`config.mk`:
```
export PLATFORM = sky130hd
export DESIGN_NAME = router_rx_port_flat
export DESIGN_NICKNAME = d
export VERILOG_FILES = /design/src/rtl/router_rx_port_if.sv /design/src/rtl/router_rx_port.sv /design/src/flat_wrapper.sv
export SDC_FILE = /design/constraint.sdc
export NUM_CORES = 1
export LEC_CHECK = 0
export BUFFER_PORTS_ARGS = -buffer_cell sky130_fd_sc_hd__clkbuf_2
export CAP_MARGIN = 10
export CORE_ASPECT_RATIO = 0.7
export CORE_MARGIN = 2
export CORE_UTILIZATION = 50
export DETAILED_ROUTE_END_ITERATION = 16
export GPL_TIMING_DRIVEN = 0
export PLACE_DENSITY = 0.7
export SKIP_LAST_GASP = 1
export SYNTH_ARGS = -nofsm -noshare
export SYNTH_HDL_FRONTEND = slang
export SYNTH_SLANG_ARGS = --single-unit
```
`constraint.sdc`:
```
create_clock -name clock -period 6.1 [get_ports clock]
set_clock_uncertainty 0.15 [all_clocks]
set_input_delay 0 -clock clock [delete_from_list [all_inputs] [get_ports clock]]
set_output_delay 0 -clock clock [all_outputs]
set_load 0.02 [all_outputs]
```
`src/rtl/router_rx_port_if.sv`:
```
// router_rx_port_if: router output-FIFO read handshake plus the receiver's payload and status outputs.
interface router_rx_port_if;
  logic       valid_out;
  logic [7:0] data_out;
  logic       rx_ready;
  logic       read_enb;
  logic [7:0] pl_data;
  logic       pl_valid;
  logic [5:0] hdr_len;
  logic [1:0] hdr_addr;
  logic       pkt_done;
  logic       parity_err;
  logic       addr_err;
  logic       pkt_abort;
  logic       busy_rx;
  modport master (
    output valid_out, data_out, rx_ready,
    input  read_enb, pl_data, pl_valid, hdr_len, hdr_addr, pkt_done, parity_err, addr_err, pkt_abort, busy_rx
  );
  modport slave (
    input  valid_out, data_out, rx_ready,
    output read_enb, pl_data, pl_valid, hdr_len, hdr_addr, pkt_done, parity_err, addr_err, pkt_abort, busy_rx
  );
endinterface

```
`src/rtl/router_rx_port.sv`:
```
// router_rx_port: drains one router output FIFO, forwards payload bytes and checks the trailing parity byte.
module router_rx_port #(
  parameter logic [1:0] PORT_ID = 2'd0,
  parameter int         TIMEOUT = 32
) (
  input logic             clock,
  input logic             reset,
  router_rx_port_if.slave rx
);
  typedef enum logic [2:0] {IDLE, HDR, HDR_CAP, BODY, DONE} state_t;
  localparam logic [7:0] IDLE_LAST = 8'(TIMEOUT - 1);
  state_t     state, state_nx;
  logic [6:0] rd_cnt, cap_cnt, tot;
  logic [7:0] idle_cnt, par;
  logic       rd, rd_pend, cap, cap_par, idle_inc, tmo;
  assign tot     = {1'b0, rx.hdr_len} + 7'd2;
  assign cap     = state == BODY && rd_pend;
  assign cap_par = cap && cap_cnt == tot - 7'd1;
  // an in-flight capture counts as progress, so it blocks the idle count as well as clearing it
  assign idle_inc    = (state == HDR || state == BODY) && !rx.valid_out && rx.rx_ready && !rd_pend;
  assign tmo         = idle_inc && idle_cnt == IDLE_LAST;
  assign rx.read_enb = rd && !reset;
  assign rx.busy_rx  = state != IDLE;
  always_comb begin
    rd = 1'b0;
    state_nx = state;
    if (state == IDLE) begin
      rd = rx.valid_out;
      state_nx = rd ? HDR : IDLE;
    end else if (state == HDR)
      state_nx = tmo ? IDLE : BODY;
    else if (state == BODY) begin
      rd = rx.valid_out && rx.rx_ready && rd_cnt < tot;
      state_nx = cap_par ? DONE : tmo ? IDLE : BODY;
    end else
      state_nx = IDLE;
  end
  always_ff @(posedge clock or posedge reset)
    if (reset) begin
      state         <= IDLE;
      rd_cnt        <= '0;
      cap_cnt       <= '0;
      idle_cnt      <= '0;
      par           <= '0;
      rd_pend       <= 1'b0;
      rx.pl_data    <= '0;
      rx.pl_valid   <= 1'b0;
      rx.hdr_len    <= '0;
      rx.hdr_addr   <= '0;
      rx.pkt_done   <= 1'b0;
      rx.parity_err <= 1'b0;
      rx.addr_err   <= 1'b0;
      rx.pkt_abort  <= 1'b0;
    end else begin
      state         <= state_nx;
      rd_pend       <= rd && state == BODY;
      idle_cnt      <= (state == IDLE || rd || rd_pend) ? '0 : idle_cnt + 8'(idle_inc);
      rx.pl_valid   <= cap && !cap_par;
      rx.pkt_done   <= cap_par;
      rx.parity_err <= cap_par && par != rx.data_out;
      rx.addr_err   <= cap_par && rx.hdr_addr != PORT_ID;
      rx.pkt_abort  <= tmo;
      if (state == HDR) begin
        {rx.hdr_len, rx.hdr_addr} <= rx.data_out;
        par     <= rx.data_out;
        rd_cnt  <= 7'd1;
        cap_cnt <= 7'd1;
      end
      if (state == BODY && rd) rd_cnt <= rd_cnt + 7'd1;
      if (cap) cap_cnt <= cap_cnt + 7'd1;
      if (cap && !cap_par) begin
        par        <= par ^ rx.data_out;
        rx.pl_data <= rx.data_out;
      end
    end
endmodule
```
`src/flat_wrapper.sv`:
```
// flat-port wrapper written by rule: the top's interface ports become plain ports
module router_rx_port_flat 
#(
  parameter logic [1:0] PORT_ID = 2'd0,
  parameter int         TIMEOUT = 32
)
  (clock, reset, rx_valid_out, rx_data_out, rx_rx_ready, rx_read_enb, rx_pl_data, rx_pl_valid, rx_hdr_len, rx_hdr_addr, rx_pkt_done, rx_parity_err, rx_addr_err, rx_pkt_abort, rx_busy_rx);
  router_rx_port_if rx_i ();
  input logic clock;
  input logic reset;
  input wire logic [$bits(rx_i.valid_out)-1:0] rx_valid_out;
  input wire logic [$bits(rx_i.data_out)-1:0] rx_data_out;
  input wire logic [$bits(rx_i.rx_ready)-1:0] rx_rx_ready;
  output wire logic [$bits(rx_i.read_enb)-1:0] rx_read_enb;
  output wire logic [$bits(rx_i.pl_data)-1:0] rx_pl_data;
  output wire logic [$bits(rx_i.pl_valid)-1:0] rx_pl_valid;
  output wire logic [$bits(rx_i.hdr_len)-1:0] rx_hdr_len;
  output wire logic [$bits(rx_i.hdr_addr)-1:0] rx_hdr_addr;
  output wire logic [$bits(rx_i.pkt_done)-1:0] rx_pkt_done;
  output wire logic [$bits(rx_i.parity_err)-1:0] rx_parity_err;
  output wire logic [$bits(rx_i.addr_err)-1:0] rx_addr_err;
  output wire logic [$bits(rx_i.pkt_abort)-1:0] rx_pkt_abort;
  output wire logic [$bits(rx_i.busy_rx)-1:0] rx_busy_rx;
  assign rx_i.valid_out = rx_valid_out;
  assign rx_i.data_out = rx_data_out;
  assign rx_i.rx_ready = rx_rx_ready;
  assign rx_read_enb = rx_i.read_enb;
  assign rx_pl_data = rx_i.pl_data;
  assign rx_pl_valid = rx_i.pl_valid;
  assign rx_hdr_len = rx_i.hdr_len;
  assign rx_hdr_addr = rx_i.hdr_addr;
  assign rx_pkt_done = rx_i.pkt_done;
  assign rx_parity_err = rx_i.parity_err;
  assign rx_addr_err = rx_i.addr_err;
  assign rx_pkt_abort = rx_i.pkt_abort;
  assign rx_busy_rx = rx_i.busy_rx;
  router_rx_port #(.PORT_ID(PORT_ID), .TIMEOUT(TIMEOUT)) u_core (.clock(clock), .reset(reset), .rx(rx_i));
endmodule
```
==> impl_metrics.toml <==
[critical_path]
worstSetupPathType = "reg -> reg"
worst_ep_arrival_time_ns = 3.18
cp-start-kind = "flip-flop"
critPathMaxFanout = 10
required_ns = 6.16
cpPeakStageDelay_ns = 0.51
crit_chain = "ha_1, xor2_1, inv_2, ha_1, a21oi_1, maj3_1, o21ai_1, inv_2, nor4b_1"
crit_slowest_cell = "dfrtp_1"
end_kind = "flip-flop"

[sta]
fin_crit_ns = 3.12
hold_violations = 0
setup_viol = 0
fin_setup_tns_ns = 0
post-route-period-util_pct = 51.2
max-slew-margin-rel_pct = 26.0
maxSlewViolCount = 0
fmax_ghz = 0.320
grt_setup_unrepaired = "false"
tightest_slew_ns = 1.10

[clock_tree]
tritoncts = "built"
cts_resized = 0
cts.sinks = 55
clk_path_buf_depth = 2
cts_hold_buf = 10
clk_pin_slew_ns = 0.11
cts_max_level = 2
cts_buffers = 5
cts.root.buffer_cell = "clkbuf_8"
clk-insertion-delay-late_ns = 0.31
cts_setup_buffers = 0

[logic_synthesis]
syn-num-nets = 324
synth-xor-area-share_pct = 8.28
yosysMostFrequentCell = "dfrtp_1"
synth-main-ff-cell = "dfrtp_1"
yosysSeqAreaShare_pct = 45.1
avgSynthCellArea_um2 = 10.2
synth_cell_types = 49
yosys-top-cells-area = "dfrtp_1 (45%), ha_1 (4.9%), xor2_1 (4.6%), nand2_1 (4.1%), xnor2_1 (3.2%)"
muxShareOfSynthArea_pct = 3.65
synthCells = 300
synth_edf_count = 0
synth_common_cells = "dfrtp_1 (55), nand2_1 (33), nor3_1 (18), xor2_1 (16), o21ai_0 (15)"
yosysWarnings = 0
synth_top_family_by_area = "simple AND/OR/NAND/NOR gates"
synthArstFlopShare_pct = 100
synth_area_leader_cell = "dfrtp_1"
synth_fa_ha_area_share_pct = 5.25
synth.ff_latch_count = 55
synth_top_area_share_pct = 45.1
synth_compound_area_share_pct = 12.8
synth_simple_gate_area_share_pct = 21.8
synth_area_mm2 = 0.00305

[finish]
layout.nets = 376
regArea_mm2 = 0.00138
syn2layout_area_growth_pct = 15.6
instances_no_fill = 428
antenna_cells = 0
fillCellCount = 516
multiInputGateArea_mm2 = 0.00158
drive_gt1_share_pct = 20.1
utilization_pct = 60.7

[run_status]
status = "complete, no violations"

[pwr]
power.internal_mw = 0.617
clkPwrFrac_pct = 22.3
switching_share_pct = 34.8
pwr-share-comb_pct = 26.3
power_density_mw_per_mm2 = 268
pwr-share-seq_pct = 51.5
power.total_mw = 0.947
p_leak_nw = 1.63
p_switching_mw = 0.329
peakVddDrop_uv = 124

[placed_design]
gp_congestion = 0.893
numPortBuffers = 34
dp.cells = 410
hpwlAfterDp_mm = 4.89

[floorplan]
die_h_um = 69.4
fp.dieW_um = 97.4
initial_utilization_pct = 52.5
rows = 23
dieArea_mm2 = 0.00676
ios = 35
coreArea_mm2 = 0.00581

[global_route]
grt_start_max_net_pins = 33
gr-total-overflow = 0
grt_pass1_wl_mm = 11.3
grt_pass1_vias = 2332
grt_usage_pct = 20.5
antenna_found_initial = 0

[detailed_routing]
viasPerCell = 5.68
detailroute.via_count = 2433
drtIter0Drc = 144
wl_per_cell_um = 15.7
drt-pass1-iter-count = 4
drt-total-wl_mm = 6.71
post-route-drc-count = 0
postRouteAntennaNets = 0

[flow_run]
cap_viol_max_count = 0

[worst_hold_path]
hold_path_class = "in -> reg"
## critical path, delay by kind of cell (launching register included)
family	cells	cell delay (ns)
flops	1	0.51
xor+xnor	1	0.28
simple gates	1	0.34
compound gates	2	0.39
buf+inv	2	0.29
fa+ha+maj	3	1.05
## layer usage
layer	share of wire [%]	GRT usage [%]	wire (µm)
met5	0	0	0
met4	0.40	3.09	27
met3	6.6	3.63	444
met2	44	31.0	2920
met1	49	31.7	3310
## layout by cell type, fill, tap and decap left out, types with 4 or more instances in the layout
| cell type | instances |
|---|---|
| nor3_2 | 4 |
| nand2b_1 | 5 |
| nand2_1 | 33 |
| nor2_1 | 11 |
| nand3_1 | 11 |
| a21oi_1 | 11 |
| and3_1 | 12 |
| nor3_1 | 18 |
| a31oi_1 | 4 |
| dfrtp_1 | 55 |
| clkbuf_1 | 5 |
| inv_1 | 8 |
| mux2_2 | 7 |
| xor2_1 | 16 |
| dlygate4sd3_1 | 10 |
| o221ai_1 | 5 |
| nand4_1 | 5 |
| clkbuf_8 | 5 |
| o21ai_0 | 15 |
| xnor2_1 | 11 |
| clkbuf_2 | 34 |
| ha_1 | 12 |
| nor4_1 | 8 |
## area by class of cell
class                      instances  area share (%)
timing repair buffer              45            8.22
inverter                          11            1.17
clock inverter                     3           0.674
multi-input combinational        226            44.8
sequential                        55            39.0
clock buffer                       5            1.95
buffer                             8            1.49
tap                               75            2.66
## worst paths after layout
kind | from | endpoint | slack [ns] | cells after the start
max | u_core.rx.hdr_len[1]$_DFFE_PP0P_ | u_core.idle_cnt[0]$_DFF_PP0_ | 2.98 | 9
min | rx_rx_ready | u_core.rd_cnt[5]$_DFFE_PP0P_ | 0.05 | 5
max reg2reg | u_core.rx.hdr_len[1]$_DFFE_PP0P_ | u_core.idle_cnt[0]$_DFF_PP0_ | 2.98 | 9
min reg2reg | u_core.rx.pl_data[4]$_DFFE_PP0P_ | u_core.rx.pl_data[4]$_DFFE_PP0P_ | 0.34 | 1
max in group asynchronous | reset | u_core.rx.pl_valid$_DFF_PP0_ | 5.13 | 4
min in group asynchronous | reset | u_core.idle_cnt[4]$_DFF_PP0_ | 0.11 | 3
## registers in the layout, summed over array words and instances, names as in the netlist
signal / cells
u_core.par: 8
u_core.rx.pl_data: 8
u_core.state: 3
u_core.rx.pl_valid: 1
u_core.rx.hdr_len: 6
u_core.rx.parity_err: 1
u_core.rx.addr_err: 1
u_core.rx.pkt_done: 1
u_core.rd_cnt: 7
u_core.rx.hdr_addr: 2
u_core.rd_pend: 1
u_core.cap_cnt: 7
u_core.idle_cnt: 8
u_core.rx.pkt_abort: 1
## logic make-up after synthesis
group                    Yosys count
flip-flops                        55
XOR/XNOR                          28
buffers and inverters             19
AND/OR/NAND/NOR                  122
AO/OA/AOI/OAI                     53
adder cells (fa/ha/maj)           13
multiplexers                      10
## power by group through the flow
stage	Sequential, mW	Combinational (mW)	Clock [mW]
after global routing	0.497	0.278	0.233
after detailed placement	0.491	0.243	0
final	0.487	0.249	0.211
after floorplan	0.491	0.172	0
after global placement	0.487	0.234	0
after CTS	0.485	0.249	0.215
## stage by stage
step	hold slack, ns	area (µm²)	setup slack (ns)
after floorplan	-0.0731	3050	3.38
after global placement	0.114	3320	3.04
after detailed placement	-0.0780	3340	2.98
after CTS	0.0346	3530	2.98
after global routing	0.0664	3530	2.76
final	0.0518	3530	2.98
No activity file was read; power rests on OpenSTA's default activity.
